[config.mk]
export PLATFORM = sky130hd
export DESIGN_NAME = halut_result_collector
export DESIGN_NICKNAME = d
export VERILOG_FILES = /design/src/rtl/halut_result_collector.sv
export SDC_FILE = /design/constraint.sdc
export NUM_CORES = 1
export LEC_CHECK = 0
export BUFFER_PORTS_ARGS = -buffer_cell sky130_fd_sc_hd__buf_2
export CELL_PAD_IN_SITES_DETAIL_PLACEMENT = 0
export CELL_PAD_IN_SITES_GLOBAL_PLACEMENT = 1
export CORE_ASPECT_RATIO = 1.4
export CORE_MARGIN = 2
export CORE_UTILIZATION = 52
export CTS_BUF_LIST = sky130_fd_sc_hd__clkbuf_8
export DETAILED_ROUTE_END_ITERATION = 16
export PLACE_DENSITY_LB_ADDON = 0.1
export REMOVE_ABC_BUFFERS = 1
export SYNTH_ARGS = -nofsm -noshare
export SYNTH_HDL_FRONTEND = slang
export SYNTH_SLANG_ARGS = --single-unit
[constraint.sdc]
create_clock -name clk_i -period 2.85 [get_ports clk_i]
set_input_delay 0.1425 -clock clk_i [delete_from_list [all_inputs] [get_ports clk_i]]
set_output_delay 0.1425 -clock clk_i [all_outputs]
set_load 0.02 [all_outputs]
[src/rtl/halut_result_collector.sv]
// halut_result_collector
//   Receiving end of the decoder-array result stream. The incoming stream has
//   no backpressure. Each FP32 result is buffered with its m_addr in a FIFO
//   and drained to the output memory writer over a valid/ready handshake.
//   The block also tracks m_addr sequencing, counts completed rows and keeps
//   sticky flags for dropped beats and out-of-order addresses.
//
// Ports
//   clk_i, rst_ni   clock, asynchronous active-low reset
//   clear_i         synchronous clear of FIFO, counters and flags
//   in_valid_i      result beat present (always accepted for checking)
//   in_result_i     FP32 result
//   in_m_addr_i     decoder index of the beat
//   out_valid_o     head entry valid
//   out_ready_i     downstream accepts head
//   out_result_o    head result (0 when empty)
//   out_m_addr_o    head m_addr (0 when empty)
//   out_last_o      head m_addr is the last decoder unit
//   fill_o          FIFO occupancy
//   row_cnt_o       completed rows, wrapping at 2^16
//   overflow_o      sticky: a beat was dropped because the FIFO was full
//   seq_err_o       sticky: an out-of-order m_addr was seen
module halut_result_collector #(
  // Default matches the decoder array's DecoderUnits.
  parameter int DecoderUnits = 16,
  parameter int FifoDepth    = 32,
  parameter int DecAddrWidth = $clog2(DecoderUnits),
  parameter int CntWidth     = $clog2(FifoDepth + 1)
) (
  input  logic                    clk_i,
  input  logic                    rst_ni,
  input  logic                    clear_i,
  input  logic                    in_valid_i,
  input  logic [31:0]             in_result_i,
  input  logic [DecAddrWidth-1:0] in_m_addr_i,
  output logic                    out_valid_o,
  input  logic                    out_ready_i,
  output logic [31:0]             out_result_o,
  output logic [DecAddrWidth-1:0] out_m_addr_o,
  output logic                    out_last_o,
  output logic [CntWidth-1:0]     fill_o,
  output logic [15:0]             row_cnt_o,
  output logic                    overflow_o,
  output logic                    seq_err_o
);

  localparam int PtrWidth = $clog2(FifoDepth);
  localparam logic [DecAddrWidth-1:0] LastAddr = DecAddrWidth'(DecoderUnits - 1);

  logic [31:0]             res_mem_q  [FifoDepth];
  logic [DecAddrWidth-1:0] addr_mem_q [FifoDepth];

  logic [PtrWidth-1:0]     wr_ptr_q, wr_ptr_d;
  logic [PtrWidth-1:0]     rd_ptr_q, rd_ptr_d;
  logic [CntWidth-1:0]     fill_q, fill_d;
  logic [DecAddrWidth-1:0] exp_addr_q, exp_addr_d;
  logic [15:0]             row_cnt_q, row_cnt_d;
  logic                    overflow_q, overflow_d;
  logic                    seq_err_q, seq_err_d;

  logic full, push, pop, beat_last;

  assign out_valid_o = (fill_q != '0);
  assign full        = (fill_q == CntWidth'(FifoDepth));
  assign beat_last   = (in_m_addr_i == LastAddr);

  // clear_i wins over both FIFO operations. A pop frees the head slot on the
  // same edge, so a full FIFO can still take a beat when it is being drained.
  assign pop  = out_valid_o & out_ready_i & ~clear_i;
  assign push = in_valid_i & (~full | pop) & ~clear_i;

  always_comb begin
    wr_ptr_d   = wr_ptr_q;
    rd_ptr_d   = rd_ptr_q;
    fill_d     = fill_q;
    exp_addr_d = exp_addr_q;
    row_cnt_d  = row_cnt_q;
    overflow_d = overflow_q;
    seq_err_d  = seq_err_q;

    if (clear_i) begin
      wr_ptr_d   = '0;
      rd_ptr_d   = '0;
      fill_d     = '0;
      exp_addr_d = '0;
      row_cnt_d  = '0;
      overflow_d = 1'b0;
      seq_err_d  = 1'b0;
    end else begin
      // Power-of-two depth: pointer wrap is the natural binary rollover.
      if (push) wr_ptr_d = wr_ptr_q + PtrWidth'(1);
      if (pop)  rd_ptr_d = rd_ptr_q + PtrWidth'(1);

      unique case ({push, pop})
        2'b10:   fill_d = fill_q + CntWidth'(1);
        2'b01:   fill_d = fill_q - CntWidth'(1);
        default: fill_d = fill_q;
      endcase

      // Sequencing and row counting observe every beat, stored or dropped,
      // and resynchronise on the received address.
      if (in_valid_i) begin
        if (in_m_addr_i != exp_addr_q) seq_err_d = 1'b1;
        exp_addr_d = beat_last ? '0 : in_m_addr_i + DecAddrWidth'(1);
        if (beat_last) row_cnt_d = row_cnt_q + 16'd1;
        if (!push) overflow_d = 1'b1;
      end
    end
  end

  always_ff @(posedge clk_i or negedge rst_ni) begin
    if (!rst_ni) begin
      wr_ptr_q   <= '0;
      rd_ptr_q   <= '0;
      fill_q     <= '0;
      exp_addr_q <= '0;
      row_cnt_q  <= '0;
      overflow_q <= 1'b0;
      seq_err_q  <= 1'b0;
    end else begin
      wr_ptr_q   <= wr_ptr_d;
      rd_ptr_q   <= rd_ptr_d;
      fill_q     <= fill_d;
      exp_addr_q <= exp_addr_d;
      row_cnt_q  <= row_cnt_d;
      overflow_q <= overflow_d;
      seq_err_q  <= seq_err_d;
    end
  end

  // Storage carries no reset; occupancy alone decides what is valid. When a
  // full FIFO pushes and pops together, the write lands on the slot being
  // popped, which only changes after the consumer has taken it.
  always_ff @(posedge clk_i) begin
    if (push) begin
      res_mem_q[wr_ptr_q]  <= in_result_i;
      addr_mem_q[wr_ptr_q] <= in_m_addr_i;
    end
  end

  // Head is read straight from storage; it only changes on a pop, so it is
  // stable while the consumer stalls.
  assign out_result_o = out_valid_o ? res_mem_q[rd_ptr_q]  : '0;
  assign out_m_addr_o = out_valid_o ? addr_mem_q[rd_ptr_q] : '0;
  assign out_last_o   = out_valid_o & (addr_mem_q[rd_ptr_q] == LastAddr);

  assign fill_o     = fill_q;
  assign row_cnt_o  = row_cnt_q;
  assign overflow_o = overflow_q;
  assign seq_err_o  = seq_err_q;

endmodule

==> impl_metrics.tcl, run 1 <==
set metrics [dict create \
    run_status "finished, violations left" \
    violations "negative setup slack" \
    cts_tree "done" \
    vias 22440 \
    synthToLayoutAreaGrowth_pct 18.37 \
    syn_area_sq_um 46090 \
    stdcell_count 3710 \
    leakage_nw 17.30 \
    insertion_delay_ns 0.86 \
    p_per_area_nw_per_um2 749.0 \
    cp-start-kind "flip-flop" \
    dieWidth_um 255.6 \
    placementRows 129 \
    grt_max_degree 56 \
    min_period_ns 3.481 \
    cp_max_fo 12 \
    path_depth 9 \
    drt-wirelength-per-cell_um 30.40 \
    dpl_worst_slack_ns 0.09444 \
    fill_cells 6164 \
    timing_worst_slew_pin_value_ns 1.214 \
    end_kind "output pin" \
    timing.fmax_ghz 0.2873 \
    drive_above_1_share_pct 36.96 \
    synth_edf_count 1152 \
    antenna_found_initial 3 \
    worst_ep_arrival_time_ns 3.34 \
    finalMaxSlewViolations 0 \
    final_antenna_net_count 0 \
    cpMaxStageDelayCell "dfrtp_4" \
    worstPathCellList "buf_12, buf_16, buf_12, buf_16, mux4_2, mux4_2, mux2i_2, nor2_1, buf_2" \
    relSlewSlack_pct 18.91 \
    fin_nets 2451 \
    worstSetupPathType "flip-flop to output pin" \
    clkSinkCount 1190 \
    path_buf_inv 5 \
    drv_cap 0 \
    finalCritPeriodShare_pct 122.1 \
    root_buffer "clkbuf_8" \
    setup_viol 37 \
    clock_path_buffers 3 \
    hold_depth 5 \
    fp.coreArea_sq_um 88130 \
    fin_ws_ns -0.6308 \
    drt_wl_total_um 112800 \
    place_inst 3315 \
    start_util_pct 52.30 \
    hp-class "input port to flip-flop" \
    grt_pass1_wl_um 162400 \
    synth_area_per_cell_sq_um 23.23 \
    r2r_cells 8 \
    io_buffers 102 \
    rsz0062_at_grt "true" \
    skew_ns 0.02960 \
    hpwl_um 63100 \
    synthTopCellsByArea "edfxtp_1 75%, mux4_2 17%, dfrtp_1 2.1%, mux2i_1 0.96%, nor2_1 0.88%" \
    htreeDepth 4 \
    synth-seq-cells 1190 \
    finalHoldViolCount 0 \
    yosys.area.top_type "edfxtp_1" \
    dieHeight_um 356.3 \
    drc_errors 0 \
    clk_pin_slew_ns 0.06 \
    yosysTopAreaCellShare_pct 75.05 \
    drt_pre_antenna_iters 5 \
    max_stage_delay_ns 0.52 \
    critPathTopFamily "multiplexers" \
    via_per_inst 6.049 \
    async_flop_share_pct 3.193 \
    drt-initial-drc-count 2163 \
    ys_types 58 \
    numCtsBuffers 175 \
    dieArea_sq_um 91070 \
    groute.usage.overall_pct 25.31 \
    peakVddDrop_uv 488.1 \
    synth_top_flop_cell "edfxtp_1" \
    gp_congestion 0.7716 \
    grt_pass1_vias 23590 \
    ys.warnings.count 0 \
    yosysSeqAreaShare_pct 77.11 \
    r2r_setup_slack_ns 0.16 \
    gr-total-overflow 0 \
    synthCells 1984 \
    crit_required_ns 2.71 \
    pin_count 103 \
]
[placed cells by master, fill, tap and decap left out, types with 10 or more instances in the layout]
cell and n:
a21oi_1 15, buf_12 63, buf_16 23, buf_2 93
buf_4 92, buf_6 15, clkbuf_8 187, clkinv_1 36
clkinv_2 21, dfrtp_1 33, dlygate4sd3_1 47, edfxtp_1 1152
ha_1 10, inv_1 56, mux2i_1 35, mux4_2 351
nand2_1 22, nand3_1 11, nor2_1 71, nor2_4 34
o21ai_0 11, xnor2_1 12, xor2_1 12
[power by group]
group | total [mW] | switching (mW) | internal [mW]
clock network | 13.0 | 6.36 | 6.68
registers | 19.4 | 0.0632 | 19.3
logic | 8.42 | 4.21 | 4.21
[metal layers]
layer | share of wire (%) | up-vias | track usage (%)
met5 | 0.023 | - | 0
met4 | 2.4 | 4 | 7.520
met3 | 5.8 | 176 | 4.923
met2 | 53 | 781 | 44.25
met1 | 38 | 12170 | 32.52
li1 | - | 9309 | -
[kinds of logic (layout without fill, tap and decap cells)]
group / Yosys count / after routing / synth area share (%)
DFF: 1190 / 1190 / 77.11
other: 0 / 1 / 0
adders and majority gates: 10 / 10 / 0.2715
buffers and inverters: 114 / 660 / 1.246
xor gates and xnor gates: 24 / 24 / 0.4560
AOI/OAI and AO/OA: 64 / 64 / 0.9528
muxes: 396 / 396 / 18.13
and+or+nand+nor: 186 / 186 / 1.830
[sequential cells by signal (all words and copies together), names as in the netlist]
name,cells
wr_ptr_q,5
exp_addr_q,4
fill_o,6
res_mem_q,1024
overflow_o,1
seq_err_o,1
rd_ptr_q,5
addr_mem_q,128
row_cnt_o,16
[through the flow]
stage               util (%)  TNS, ns  area, sq um  hold WS [ns]  power [mW]
detailed placement     56.46        0        49750        0.3142       27.10
floorplan                  -  -928.02        45570       -0.1531       23.88
CTS                    61.62   -25.05        54300        0.1988       41.02
global placement       56.46        0        49750        0.3284       27.05
global route           61.91   -25.76        54560        0.2836       42.34
finish                 61.91   -20.95        54560        0.3107       40.87
[Yosys cell counts, types with 5 or more instances]
cell type,number
mux2i_1,44
nor2_1,108
nor3_1,7
mux4_2,351
nand4_1,7
xnor2_1,12
buf_6,10
inv_1,12
buf_4,13
a21oi_1,15
edfxtp_1,1152
buf_2,18
nand3_1,11
xor2_1,12
clkbuf_1,48
a211oi_1,6
ha_1,10
nor4_1,5
buf_1,12
nand2_1,22
dfrtp_1,38
o21ai_0,11
[worst min-delay path, cell delays in order]
cell	delay, ns
dlygate4sd3_1	0.53
buf_2	0.20
nand3_1	0.11
xor2_1	0.07
nor2_1	0.07
[area by class of cell]
class / instances / area (sq um) / share of cell area (%)
flip-flops and latches: 1190 / 35560 / 65.18
multi-input cells: 680 / 10340 / 18.95
repair buffers: 340 / 3835 / 7.029
clock buffers: 187 / 2574 / 4.717
well taps: 1179 / 1475 / 2.704
clock inverters: 120 / 716.9 / 1.314
inverters: 13 / 51.30 / 0.09403
diodes: 1 / 2.502 / 0.004587
[path summary, 6_finish.rpt]
check | from | to
min reg2reg | seq_err_o | seq_err_o
max reg2reg | fill_o[4] | res_mem_q[25][25]
max | rd_ptr_q[0] | out_result_o[17]
min in group asynchronous | rst_ni | row_cnt_o[9]
min | out_ready_i | rd_ptr_q[3]
max in group asynchronous | rst_ni | rd_ptr_q[1]
[repair_timing]
action,4_1_cts,5_1_grt
hold buffers,48,0
pin swaps,3,1
resized for setup,70,22
gates cloned,11,4
setup endpoints to repair,38,39
buffers inserted,20,5
hold endpoints to repair,1227,0
(Power assumes the default switching activity.)
==> run 2: changes to the inputs <==
Settings changed: CORE_UTILIZATION 52 to 50, CTS_BUF_LIST sky130_fd_sc_hd__clkbuf_8 to not set.
==> run 2 against run 1 <==
The run still ends with negative setup slack left. Register-to-register slack lost 0.02 ns. Flip-flop and latch count is the same. Largest cell class unchanged. Fmax grew 5.7%. Highest routed layer unchanged. Final area grew 0.73%. Clock skew shrank 0.0051 ns. Core utilization shrank 1.7 points. Count of clock-buffer cells in the layout shrank 45.
==> impl_metrics.tcl, run 2 (synthesis gave the netlist of run 1 again) <==
set metrics [dict create \
    worst_ep_arrival_time_ns 3.15 \
    r2r_setup_slack_ns 0.14 \
    groute.usage.overall_pct 24.88 \
    dpl_worst_slack_ns 0.01561 \
    final_antenna_net_count 0 \
    worstPathCellList "buf_12, buf_16, mux4_2, mux4_2, mux2i_2, buf_4, nor4b_2, buf_2" \
    hp-class "input port to async pin" \
    fin_ws_ns -0.4434 \
    drt-wirelength-per-cell_um 32.18 \
    grt_pass1_wl_um 163600 \
    finalHoldViolCount 0 \
    violations "negative setup slack" \
    leakage_nw 17.15 \
    start_util_pct 50.49 \
    cp-start-kind "flip-flop" \
    timing_worst_slew_pin_value_ns 0.9738 \
    finish.utilization_pct 60.20 \
    drc_errors 0 \
    gr-total-overflow 0 \
    grt_max_degree 41 \
    root_buffer "clkbuf_16" \
    run_status "finished, violations left" \
    fill_cells 6358 \
    relSlewSlack_pct 35.08 \
    pin_count 103 \
    vias 22300 \
    hpwl_um 60150 \
    grt_pass1_vias 23070 \
    largest_reg_flops 1024 \
    io_buffers 102 \
    via_per_inst 6.198 \
    clkSinkCount 1190 \
    htreeDepth 3 \
    n_antenna_cell 0 \
    clock_path_buffers 3 \
    clk_pin_slew_ns 0.06 \
    setup_viol 37 \
    drt-initial-drc-count 2118 \
    reg2reg_to "fill_o[4]" \
    drv_cap 0 \
    min_period_ns 3.293 \
    finalCritPeriodShare_pct 115.6 \
    numCtsBuffers 113 \
    skew_ns 0.02447 \
    path_depth 8 \
    fp.coreArea_sq_um 91300 \
    cts_tree "done" \
    placementRows 131 \
    rsz0062_at_grt "true" \
    antenna_found_initial 2 \
    crit_top_cell "mux4_2" \
    p_per_area_nw_per_um2 782.6 \
    cp_max_fo 9 \
    gp_congestion 0.7655 \
    drt_wl_total_um 115800 \
    worstSetupPathType "flip-flop to output pin" \
    critPathTopFamily "multiplexers" \
    cpMaxStageDelayCell "mux4_2" \
    largest_register "res_mem_q" \
    r2r_cells 8 \
    insertion_delay_ns 0.71 \
    drt_pre_antenna_iters 5 \
    synthToLayoutAreaGrowth_pct 19.24 \
    dieWidth_um 260.6 \
    max_stage_delay_ns 0.52 \
    end_kind "output pin" \
    crit_required_ns 2.71 \
    final_cell_mix "1152 x edfxtp_1, 351 x mux4_2, 122 x clkbuf_16, 89 x buf_2, 84 x buf_12" \
    dieArea_sq_um 94660 \
    rr_startpoint "fill_o[0]" \
    peakVddDrop_uv 576.1 \
    startpoint "rd_ptr_q[0]" \
    timing.fmax_ghz 0.3036 \
    final_common_cell "edfxtp_1" \
    fin_nets 2363 \
    dieHeight_um 363.3 \
    hold-worst-slack_ns 0.1232 \
    path_buf_inv 4 \
    drive_above_1_share_pct 35.03 \
    finalMaxSlewViolations 0 \
]
==> run 2: cell count changes in the layout (fill, tap and decap cells not counted), moves of 5 or more <==
| cell | previous run | this run |
|---|---|---|
| clkbuf_8 | 187 | 4 |
| clkbuf_16 | 4 | 122 |
| inv_1 | 56 | 12 |
| buf_4 | 92 | 63 |
| clkbuf_1 | 0 | 23 |
| buf_12 | 63 | 84 |
| clkinv_1 | 36 | 23 |
| clkinv_2 | 21 | 8 |
| bufinv_16 | 7 | 15 |
| buf_16 | 23 | 16 |
| clkinv_4 | 0 | 6 |
| buf_6 | 15 | 10 |
==> run 2: layout make-up <==
type / count / area, sq um / share of cell area (%)
sequential: 1190 / 35560 / 64.71
multi-input combinational: 680 / 10290 / 18.73
timing repair buffer: 314 / 3789 / 6.894
clock buffer: 142 / 3019 / 5.493
tap: 1197 / 1498 / 2.725
clock inverter: 62 / 745.7 / 1.357
inverter: 13 / 52.55 / 0.09562
==> run 2: what timing repair did <==
action	in CTS	in global routing
gates cloned	8	7
pin swaps	2	3
hold endpoints to repair	1209	0
resized for setup	43	26
endpoints found under the setup margin	38	41
hold buffers	43	0
buffers inserted	14	16
==> run 2: how the worst max path moves through the flow <==
stage / to / slack [ns]
after global placement: fill_o[4] / 0.11
after floorplan: out_last_o / -10.51
final: out_last_o / -0.44
after CTS: out_result_o[3] / -0.51
after detailed placement: fill_o[4] / 0.02
after global routing: out_last_o / -0.53
==> run 2: routing by layer <==
| layer | vias up | GRT usage, % | wire length [um] |
|---|---|---|---|
| met5 | - | 0 | 30 |
| li1 | 9110 | - | - |
| met4 | 4 | 8.090 | 3039 |
| met1 | 12180 | 33.10 | 44670 |
| met2 | 829 | 42.69 | 61030 |
| met3 | 182 | 3.527 | 7017 |
==> run 2: power by group <==
group | internal (mW) | leakage, nW | switching, mW
clock | 8.85 | 1.82 | 6.38
sequential | 19.3 | 10.9 | 0.0808
combinational | 4.18 | 4.46 | 4.19
total | 32.4 | 17.1 | 10.7
==> run 2: through the flow <==
| stage | std cells | setup TNS [ns] | instance area (sq um) | total power, mW |
|---|---|---|---|---|
| after floorplan | 1883 | -928.02 | 45570 | 23.88 |
| after global placement | 3309 | 0 | 49860 | 27.05 |
| after detailed placement | 3309 | 0 | 49860 | 27.12 |
| after CTS | 3578 | -16.09 | 54590 | 42.95 |
| after global routing | 3598 | -17.13 | 54960 | 44.46 |
| final | 3598 | -13.62 | 54960 | 43.01 |
==> run 3: changes to the inputs <==
--- a/config.mk
+++ b/config.mk
@@ -10,3 +10,3 @@
 export CELL_PAD_IN_SITES_GLOBAL_PLACEMENT = 1
-export CORE_ASPECT_RATIO = 1.4
+export CORE_ASPECT_RATIO = 0.9
 export CORE_MARGIN = 2
==> constraint.sdc (replaced) <==
create_clock -name clk_i -period 2.85 [get_ports clk_i]
set_input_delay 0.57 -clock clk_i [delete_from_list [all_inputs] [get_ports clk_i]]
set_output_delay 0.57 -clock clk_i [all_outputs]
set_load 0.02 [all_outputs]
==> run 3 against run 2 <==
The run ends with negative hold slack, negative setup slack left. Via count down 0.40%. Cell count up 1.6%. Global-route usage decreased by 0.28 points. Power rose by 0.16%. Clock power hardly changed. Worst hold slack got worse by 0.13 ns. Flip-flop and latch count unchanged. Combinational power is essentially flat. Clock skew barely moved. Largest cell class unchanged.
==> impl_metrics.tcl, run 3 (synthesis gave the netlist of run 1 again) <==
set metrics [dict create \
    cpMaxStageDelayCell "dfrtp_4" \
    via_per_inst 6.077 \
    largest_register "res_mem_q" \
    drt_pre_antenna_iters 5 \
    cp-start-kind "flip-flop" \
    grt_max_degree 44 \
    clk_pin_slew_ns 0.06 \
    tns_ns -31.64 \
    start_util_pct 50.48 \
    hp-class "input port to async pin" \
    synthToLayoutAreaGrowth_pct 18.71 \
    hpwl_um 63750 \
    drt_wl_total_um 114500 \
    fp.coreArea_sq_um 91310 \
    violations "negative hold slack, negative setup slack" \
    fin_nets 2378 \
    path_buf_inv 4 \
    seqCellArea_sq_um 35560 \
    clkSinkCount 1190 \
    timing.fmax_ghz 0.2641 \
    timing_worst_slew_pin_value_ns 0.9236 \
    final_cell_mix "1152 x edfxtp_1, 351 x mux4_2, 126 x buf_4, 118 x clkbuf_16, 93 x buf_2" \
    end_kind "output pin" \
    dieArea_sq_um 94630 \
    drive_above_1_share_pct 37.17 \
    fin_ws_ns -0.9362 \
    fill_cells 6431 \
    cp_max_fo 13 \
    worst_ep_arrival_time_ns 3.22 \
    finalHoldViolCount 2 \
    run_status "finished, violations left" \
    dieHeight_um 292.0 \
    p_per_area_nw_per_um2 787.3 \
    final_common_cell "edfxtp_1" \
    max_stage_delay_ns 0.53 \
    dpl_worst_slack_ns -0.2679 \
    vias 22210 \
    relSlewSlack_pct 38.42 \
    peakVddDrop_uv 541.9 \
    drv_cap 0 \
    root_buffer "clkbuf_16" \
    leakage_nw 17.20 \
    groute.usage.overall_pct 24.61 \
    pin_count 103 \
    skew_ns 0.02462 \
    placementRows 105 \
    drt-initial-drc-count 2294 \
    cts_tree "done" \
    multi_input_area_sq_um 10300 \
    largest_reg_flops 1024 \
    gp_congestion 0.7826 \
    gr-total-overflow 0 \
    min_period_ns 3.786 \
    drc_errors 0 \
    clock_path_buffers 3 \
    crit_top_cell "mux4_2" \
    io_buffers 102 \
    critPathTopFamily "multiplexers" \
    finalCritPeriodShare_pct 132.9 \
    worstSetupPathType "flip-flop to output pin" \
    drt-wirelength-per-cell_um 31.32 \
    insertion_delay_ns 0.70 \
    final_antenna_net_count 0 \
    numCtsBuffers 116 \
    grt_pass1_wl_um 163600 \
    rsz0062_at_grt "true" \
    grt_pass1_vias 22930 \
    setup_viol 38 \
    hold-worst-slack_ns -0.006380 \
    hold_buffers 0 \
    worstPathCellList "buf_12, buf_16, mux4_2, mux4_2, mux2i_1, buf_4, nor2_1, buf_2" \
    finalPower_mw 43.08 \
    finalMaxSlewViolations 0 \
    antenna_found_initial 3 \
    htreeDepth 3 \
    dieWidth_um 324.0 \
    crit_required_ns 2.28 \
]
[run 3: report_power, final]
group | switching (mW) | internal [mW]
registers | 0.124 | 19.3
logic | 4.14 | 4.22
clock network | 6.49 | 8.78
[run 3: layout make-up]
class | count | share of cell area (%)
sequential | 1190 | 65.00
multi-input combinational | 680 | 18.82
timing repair buffer | 326 | 6.359
clock buffer | 141 | 5.495
tap | 1230 | 2.813
clock inverter | 74 | 1.418
inverter | 13 | 0.09833
antenna | 1 | 0.004573
[run 3: per-stage QoR]
step | instance area [sq um] | cells | util, %
3_5_place_dp | 50330 | 3401 | 55.12
3_3_place_gp | 50330 | 3401 | 55.12
4_1_cts | 54410 | 3630 | 59.59
2_1_floorplan | 45570 | 1883 | -
5_1_grt | 54720 | 3655 | 59.93
6_report | 54720 | 3655 | 59.93
[run 3: repair_timing]
item / CTS / global route
setup buffers: 12 / 23
gates cloned: 2 / 2
resized for setup: 27 / 20
pin swaps: 2 / 5
setup endpoints to repair: 38 / 46
[run 3: path summary, 6_finish.rpt]
kind | start | end | slack (ns) | depth (start not counted)
setup / recovery | rd_ptr_q[0] | out_result_o[7] | -0.94 | 8
min in group clk_i | in_m_addr_i[1] | exp_addr_q[1] | 0.28 | 4
max in group asynchronous | rst_ni | rd_ptr_q[1] | 2.15 | 1
setup reg to reg | fill_o[4] | res_mem_q[12][6] | 0.07 | 10
hold reg to reg | seq_err_o | seq_err_o | 0.51 | 2
hold / removal | rst_ni | fill_o[0] | -0.006 | 1
[run 3: layer usage]
layer,part of all wire (%),wire (um),global-route usage (%)
met5,0.026,30,0
met4,2.3,2629,6.177
met3,6.1,7034,4.751
met2,50,56780,39.84
met1,42,47990,34.86
